### config.mk
export PLATFORM = sky130hd
export DESIGN_NAME = receive_packet_ddr
export DESIGN_NICKNAME = d
export VERILOG_FILES = /design/src/rtl/sfp_pkt_pkg.sv /design/src/rtl/rx_word_packer.sv /design/src/rtl/receive_packet_ddr.sv
export SDC_FILE = /design/constraint.sdc
export NUM_CORES = 1
export LEC_CHECK = 0
export BUFFER_PORTS_ARGS = -buffer_cell sky130_fd_sc_hd__buf_2
export CAP_MARGIN = 20
export CORE_ASPECT_RATIO = 0.75
export CORE_MARGIN = 3
export CORE_UTILIZATION = 55
export CTS_CLUSTER_DIAMETER = 100
export DETAILED_ROUTE_END_ITERATION = 10
export PLACE_DENSITY = 0.85
export SLEW_MARGIN = 20
export SYNTH_ARGS = -nofsm -noshare
export SYNTH_HDL_FRONTEND = slang
export SYNTH_SLANG_ARGS = --single-unit
### constraint.sdc
create_clock -name clk_original -period 5.3 [get_ports clk_original]
set_clock_uncertainty 0.15 [all_clocks]
set_input_delay 0.265 -clock clk_original [delete_from_list [all_inputs] [get_ports clk_original]]
set_output_delay 0.265 -clock clk_original [all_outputs]
set_load 0.01 [all_outputs]
### src/rtl/sfp_pkt_pkg.sv
// Shared definitions for the SFP packet paths: word geometry, length width,
// receive FSM states and the byte-to-lane mapping used by both directions.
package sfp_pkt_pkg;

  localparam int WORD_BYTES = 32;
  localparam int LEN_W      = 11;

  typedef enum logic [2:0] {
    IDLE    = 3'd0,
    RECV    = 3'd1,
    WR_DATA = 3'd2,
    FLUSH   = 3'd3,
    WR_HDR  = 3'd4,
    DONE    = 3'd5
  } rx_state_t;

  // LSB position of byte k inside a 256-bit word: 32-bit groups ascend,
  // bytes inside a group are big-endian (byte 0 sits in bits [31:24]).
  function automatic logic [7:0] lane_lsb(input logic [4:0] k);
    return {k[4:2], 5'd0} + 8'd24 - {3'd0, k[1:0], 3'd0};
  endfunction

endpackage

### src/rtl/rx_word_packer.sv
// 8-to-256 byte-lane assembler. A clear and a write in the same cycle yield a
// word holding only the new byte, which lets a frame restart without a bubble.
module rx_word_packer
  import sfp_pkt_pkg::*;
(
  input  logic         clk_i,
  input  logic         rst_i,
  input  logic         clr_i,
  input  logic         wr_en_i,
  input  logic [4:0]   idx_i,
  input  logic [7:0]   byte_i,
  output logic [255:0] word_o
);

  logic [255:0] word_q, word_d;

  // Next word: optional clear, then drop the byte into its lane.
  always_comb begin
    word_d = clr_i ? '0 : word_q;
    if (wr_en_i) word_d[lane_lsb(idx_i) +: 8] = byte_i;
  end

  // Assembly register.
  always_ff @(posedge clk_i) begin
    if (rst_i) word_q <= '0;
    else       word_q <= word_d;
  end

  assign word_o = word_q;

endmodule

### src/rtl/receive_packet_ddr.sv
// Receives TSE RX frames, packs them into 256-bit words written to DDR at
// base+1.., then writes a header word at base holding the stored byte count.
// Build option RX_ERR_DROP_EN: a frame flagged with ff_rx_err at EOP gets no
// header and no pkt_done; otherwise the error is reported in header bit 15.
// Handshake: a write is offered while wr_rq is high with wr_adr/wr_data held
// stable; it completes on the cycle action_done is high, and wr_rq drops or
// moves to the next write on the following cycle. action_done with wr_rq low
// has no effect.
module receive_packet_ddr
  import sfp_pkt_pkg::*;
#(
  parameter int MAX_BYTES = 256,
  parameter int ADDR_W    = 25
) (
  input  logic              clk_original,
  input  logic              rst,
  input  logic [ADDR_W-1:0] start_ram_addr,
  input  logic [7:0]        ff_rx_data,
  input  logic              ff_rx_sop,
  input  logic              ff_rx_eop,
  input  logic              ff_rx_dval,
  input  logic              ff_rx_err,
  output logic              ff_rx_rdy,
  output logic              wr_rq,
  output logic [ADDR_W-1:0] wr_adr,
  output logic [255:0]      wr_data,
  output logic [31:0]       byte_enable,
  input  logic              action_done,
  output logic              pkt_done,
  output logic [10:0]       pkt_size,
  output logic              pkt_overflow,
  output logic [2:0]        dbg_state
);

  localparam logic [15:0] MAX_CNT = 16'(MAX_BYTES);

  rx_state_t         state_q, state_d;
  logic [ADDR_W-1:0] base_q, base_d;
  logic [ADDR_W-1:0] word_idx_q, word_idx_d;
  logic [15:0]       byte_cnt_q, byte_cnt_d;   // saturating, counts unstored bytes too
  logic              pend_q, pend_d;           // assembly word holds unwritten bytes
  logic              err_q, err_d;
  logic              ovf_q, ovf_d;

  logic              pk_clr, pk_wr;
  logic [4:0]        pk_idx;
  logic [255:0]      word;
  logic [255:0]      hdr_word;
  logic [LEN_W-1:0]  stored_len;
  logic              accept, data_rq, hdr_rq;
  rx_state_t         after_flush;

  rx_word_packer u_packer (
    .clk_i   (clk_original),
    .rst_i   (rst),
    .clr_i   (pk_clr),
    .wr_en_i (pk_wr),
    .idx_i   (pk_idx),
    .byte_i  (ff_rx_data),
    .word_o  (word)
  );

  assign stored_len = (byte_cnt_q >= MAX_CNT) ? LEN_W'(MAX_BYTES) : byte_cnt_q[LEN_W-1:0];
  assign ff_rx_rdy  = ((state_q == IDLE) || (state_q == RECV)) && !rst;
  assign accept     = ff_rx_dval && ff_rx_rdy;
  assign data_rq    = (state_q == WR_DATA) || ((state_q == FLUSH) && pend_q);
  assign hdr_rq     = (state_q == WR_HDR);

`ifdef RX_ERR_DROP_EN
  assign after_flush = err_q ? IDLE : WR_HDR;
`else
  assign after_flush = WR_HDR;
`endif

  // Header word: stored length in the low bits, error flag in bit 15.
  always_comb begin
    hdr_word = '0;
    hdr_word[LEN_W-1:0] = stored_len;
`ifdef RX_ERR_DROP_EN
    hdr_word[15] = 1'b0;  // errored frames never reach WR_HDR
`else
    hdr_word[15] = err_q;
`endif
  end

  // Next-state and datapath control.
  always_comb begin
    state_d    = state_q;
    base_d     = base_q;
    word_idx_d = word_idx_q;
    byte_cnt_d = byte_cnt_q;
    pend_d     = pend_q;
    err_d      = err_q;
    ovf_d      = ovf_q;
    pk_clr     = 1'b0;
    pk_wr      = 1'b0;
    pk_idx     = byte_cnt_q[4:0];
    if (accept && ff_rx_sop) begin
      // SOP in IDLE or RECV (re)starts a frame at byte 0.
      base_d     = start_ram_addr;
      word_idx_d = '0;
      byte_cnt_d = 16'd1;
      pend_d     = 1'b1;
      ovf_d      = 1'b0;
      err_d      = ff_rx_eop && ff_rx_err;
      pk_clr     = 1'b1;
      pk_wr      = 1'b1;
      pk_idx     = 5'd0;
      state_d    = ff_rx_eop ? FLUSH : RECV;
    end else begin
      case (state_q)
        RECV: begin
          if (accept) begin
            if (byte_cnt_q < MAX_CNT) begin
              pk_wr  = 1'b1;
              pend_d = 1'b1;
            end else begin
              ovf_d = 1'b1;
            end
            if (byte_cnt_q != 16'hFFFF) byte_cnt_d = byte_cnt_q + 16'd1;
            if (ff_rx_eop) begin
              err_d   = ff_rx_err;
              state_d = FLUSH;
            end else if ((byte_cnt_q < MAX_CNT) && (byte_cnt_q[4:0] == 5'd31)) begin
              state_d = WR_DATA;
            end
          end
        end
        WR_DATA: begin
          if (action_done) begin
            pk_clr     = 1'b1;
            pend_d     = 1'b0;
            word_idx_d = word_idx_q + ADDR_W'(1);
            state_d    = RECV;
          end
        end
        FLUSH: begin
          if (!pend_q) begin
            state_d = after_flush;
          end else if (action_done) begin
            pk_clr     = 1'b1;
            pend_d     = 1'b0;
            word_idx_d = word_idx_q + ADDR_W'(1);
            state_d    = after_flush;
          end
        end
        WR_HDR: if (action_done) state_d = DONE;
        DONE:   state_d = IDLE;
        default: ;
      endcase
    end
  end

  // State and frame registers.
  always_ff @(posedge clk_original) begin
    if (rst) begin
      state_q    <= IDLE;
      base_q     <= '0;
      word_idx_q <= '0;
      byte_cnt_q <= '0;
      pend_q     <= 1'b0;
      err_q      <= 1'b0;
      ovf_q      <= 1'b0;
    end else begin
      state_q    <= state_d;
      base_q     <= base_d;
      word_idx_q <= word_idx_d;
      byte_cnt_q <= byte_cnt_d;
      pend_q     <= pend_d;
      err_q      <= err_d;
      ovf_q      <= ovf_d;
    end
  end

  assign wr_rq        = data_rq || hdr_rq;
  assign wr_adr       = data_rq ? (base_q + ADDR_W'(1) + word_idx_q) : (hdr_rq ? base_q : '0);
  assign wr_data      = data_rq ? word : (hdr_rq ? hdr_word : '0);
  assign byte_enable  = '1;
  assign pkt_done     = (state_q == DONE);
  assign pkt_size     = pkt_done ? stored_len : '0;
  assign pkt_overflow = ovf_q;
  assign dbg_state    = state_q;

endmodule

==> results.toml <==
[drt]
ant_nets = 0
first_iter_violations = 1906
vias_per_cell = 6.20
wirelength_mm = 55.5
num_vias = 17039
drcViolationCount = 0
drt_first_pass_iters = 6
wl_per_cell_um = 20.2

[cts]
cts_resized = 0
cts_buffers = 34
clock_path_buffers = 3
cts_num_sinks = 328
cts_tree = "yes"
h-tree-depth = 2
insertion_delay_ps = 510
root_buffer = "clkbuf_16"
clk_pin_slew_ps = 70

[global_routing]
grt_max_degree = 267
grt_pass1_vias = 15749
grt_use_total = 0.320
grt_pass1_wl_mm = 85.7
grt_overflow_total = 0
antenna_found_initial = 3

[critical_path]
crit_required_ps = 5590
critical_path_class = "flop to flop"
startpoint_type = "flop"
critPathMaxFanout = 14
crit_arrival_ps = 5020
endpoint_kind = "flop"
startpoint = "dbg_state[2]$_SDFFE_PP0P_"
r2r-start = "dbg_state[2]$_SDFFE_PP0P_"

[logic_synthesis]
ys_warn_count = 0
synthArstFlopShare = 0
netlist_instances = 2066
synth.avg_cell_area_um2 = 8.12
ys_ff_latch = 328
ys_seq_area_frac = 0.392
synth.cell_area_um2 = 16800
synth_cell_types = 78
synth_edf_count = 0
ys_dominant_reg_cell = "dfxtp_1"

[die]
std_cell_rows = 54
die_x_um = 208
core-area_um2 = 29500
io_pins = 371
chipHeight_um = 157
start_util = 0.568
die-area_um2 = 32600

[sta]
setup-violations-final = 0
post-route-period-util = 0.893
setup_tns_ps = 0
relSlewSlack = 0.215
finalHoldViolCount = 0
finalCriticalPeriod_ps = 4730
maxSlewViolCount = 0
worst_pin_slew_ps = 1180
fmax_mhz = 211
rsz0062_at_grt = "no"

[layout]
final_common_cell = "buf_2"
utilization = 0.668
final_cell_mix = "buf_2 (335), dfxtp_1 (328), and2_1 (265)"
fin_cells = 2750
syn2layout_area_growth_pct = 17.7
drive_gt1_frac = 0.206
final_nets = 2410

[status]
outcome = "completed"

[pwr]
vdd_drop_max_v = 0.000323
p_per_area_nw_per_um2 = 289
leakagePower_nw = 8.05

[placement]
hpwl_mm = 36.8
place_inst = 2661
portBuffers = 336
gp_congestion = 0.907

[min_path]
min_path_type = "input pin to flop"
worstHoldStart = "ff_rx_data[7]"

[flow_run]
maxCapViolCount = 0
## cell families after synthesis
| kind of cell | Yosys count | synth area share |
|---|---|---|
| AOI/OAI and AO/OA | 468 | 0.183 |
| buffers and inverters | 204 | 0.0569 |
| DFF | 328 | 0.392 |
| xor gates and xnor gates | 51 | 0.0266 |
| muxes | 3 | 0.00179 |
| and+or+nand+nor | 973 | 0.312 |
| adders and majority gates | 37 | 0.0281 |
| other | 2 | 0.000448 |
## metrics by stage
step	worst slack, ps	hold slack [ps]	cell area, um2	power [mW]
2_1_floorplan	1140	224	16900	3.20
4_1_cts	593	100	19700	5.69
3_5_place_dp	600	299	18400	3.42
6_report	566	127	19700	5.70
5_1_grt	131	133	19700	5.89
3_3_place_gp	817	300	18400	3.40
## critical path: stages (launching register included)
cell     delay (ps)
dfxtp_1         590
inv_1           240
ha_1            270
and3b_1         210
and2_1          190
nor2_4          260
ha_1            560
nor2_1          140
a21oi_1         300
a31o_1          510
nor2_1          270
a21oi_1         630
a22oi_1         200
nor2_1          140
## what timing repair did
action | in CTS | in global routing
hold buffers | 28 | 0
endpoints found under the hold margin | 28 | 0
setup buffers | 0 | 0
## layout make-up
| class | count | area, um2 |
|---|---|---|
| Fill cell | 2427 | 9790 |
| Tap cell | 392 | 490 |
| Sequential cell | 328 | 6570 |
| Antenna cell | 3 | 7.51 |
| Clock inverter | 12 | 101 |
| Timing Repair Buffer | 380 | 2130 |
| Inverter | 23 | 86.3 |
| Clock buffer | 46 | 937 |
| Multi-Input combinational cell | 1566 | 9420 |
## path summary, 6_finish.rpt
| check | endpoint | slack, ps | cells after the start |
|---|---|---|---|
| min reg2reg | base_q[0]$_SDFFE_PP0P_ | 300 | 2 |
| min | u_packer.word_o[55]$_SDFF_PP0_ | 130 | 3 |
| max | u_packer.word_o[17]$_SDFF_PP0_ | 570 | 13 |
| max reg2reg | u_packer.word_o[17]$_SDFF_PP0_ | 570 | 13 |
## registers in the layout, summed over array words and instances, names as in the netlist
signal,flops
pend_q,1
byte_cnt_q,16
base_q,25
pkt_overflow,1
dbg_state,3
u_packer.word_o,256
word_idx_q,25
err_q,1
## cell usage after synthesis, drive strengths merged, types with 23 or more instances
cell type	instances	share of area
o21ai	49	0.015
xnor2	29	0.015
buf	66	0.026
inv	23	0.0051
nor2	228	0.063
nand3	250	0.075
and2	266	0.099
ha	36	0.027
a22oi	98	0.045
a32oi	32	0.017
nand2	128	0.029
a21oi	211	0.065
clkbuf	115	0.026
dfxtp	328	0.39
## where the power goes
part	switching [mW]	internal, mW
Sequential	0.0336	2.49
Combinational	0.689	0.188
Clock	0.994	1.30
Total	1.72	3.98
## per-layer routing
metal  wire length (um)  GRT usage  vias up
met5                  0          0        -
met4               2590      0.149        0
met3               5680     0.0584      200
met2              24400      0.500     1100
met1              22800      0.436     8043
li1                   -          -     7696
(Power assumes the default switching activity.)
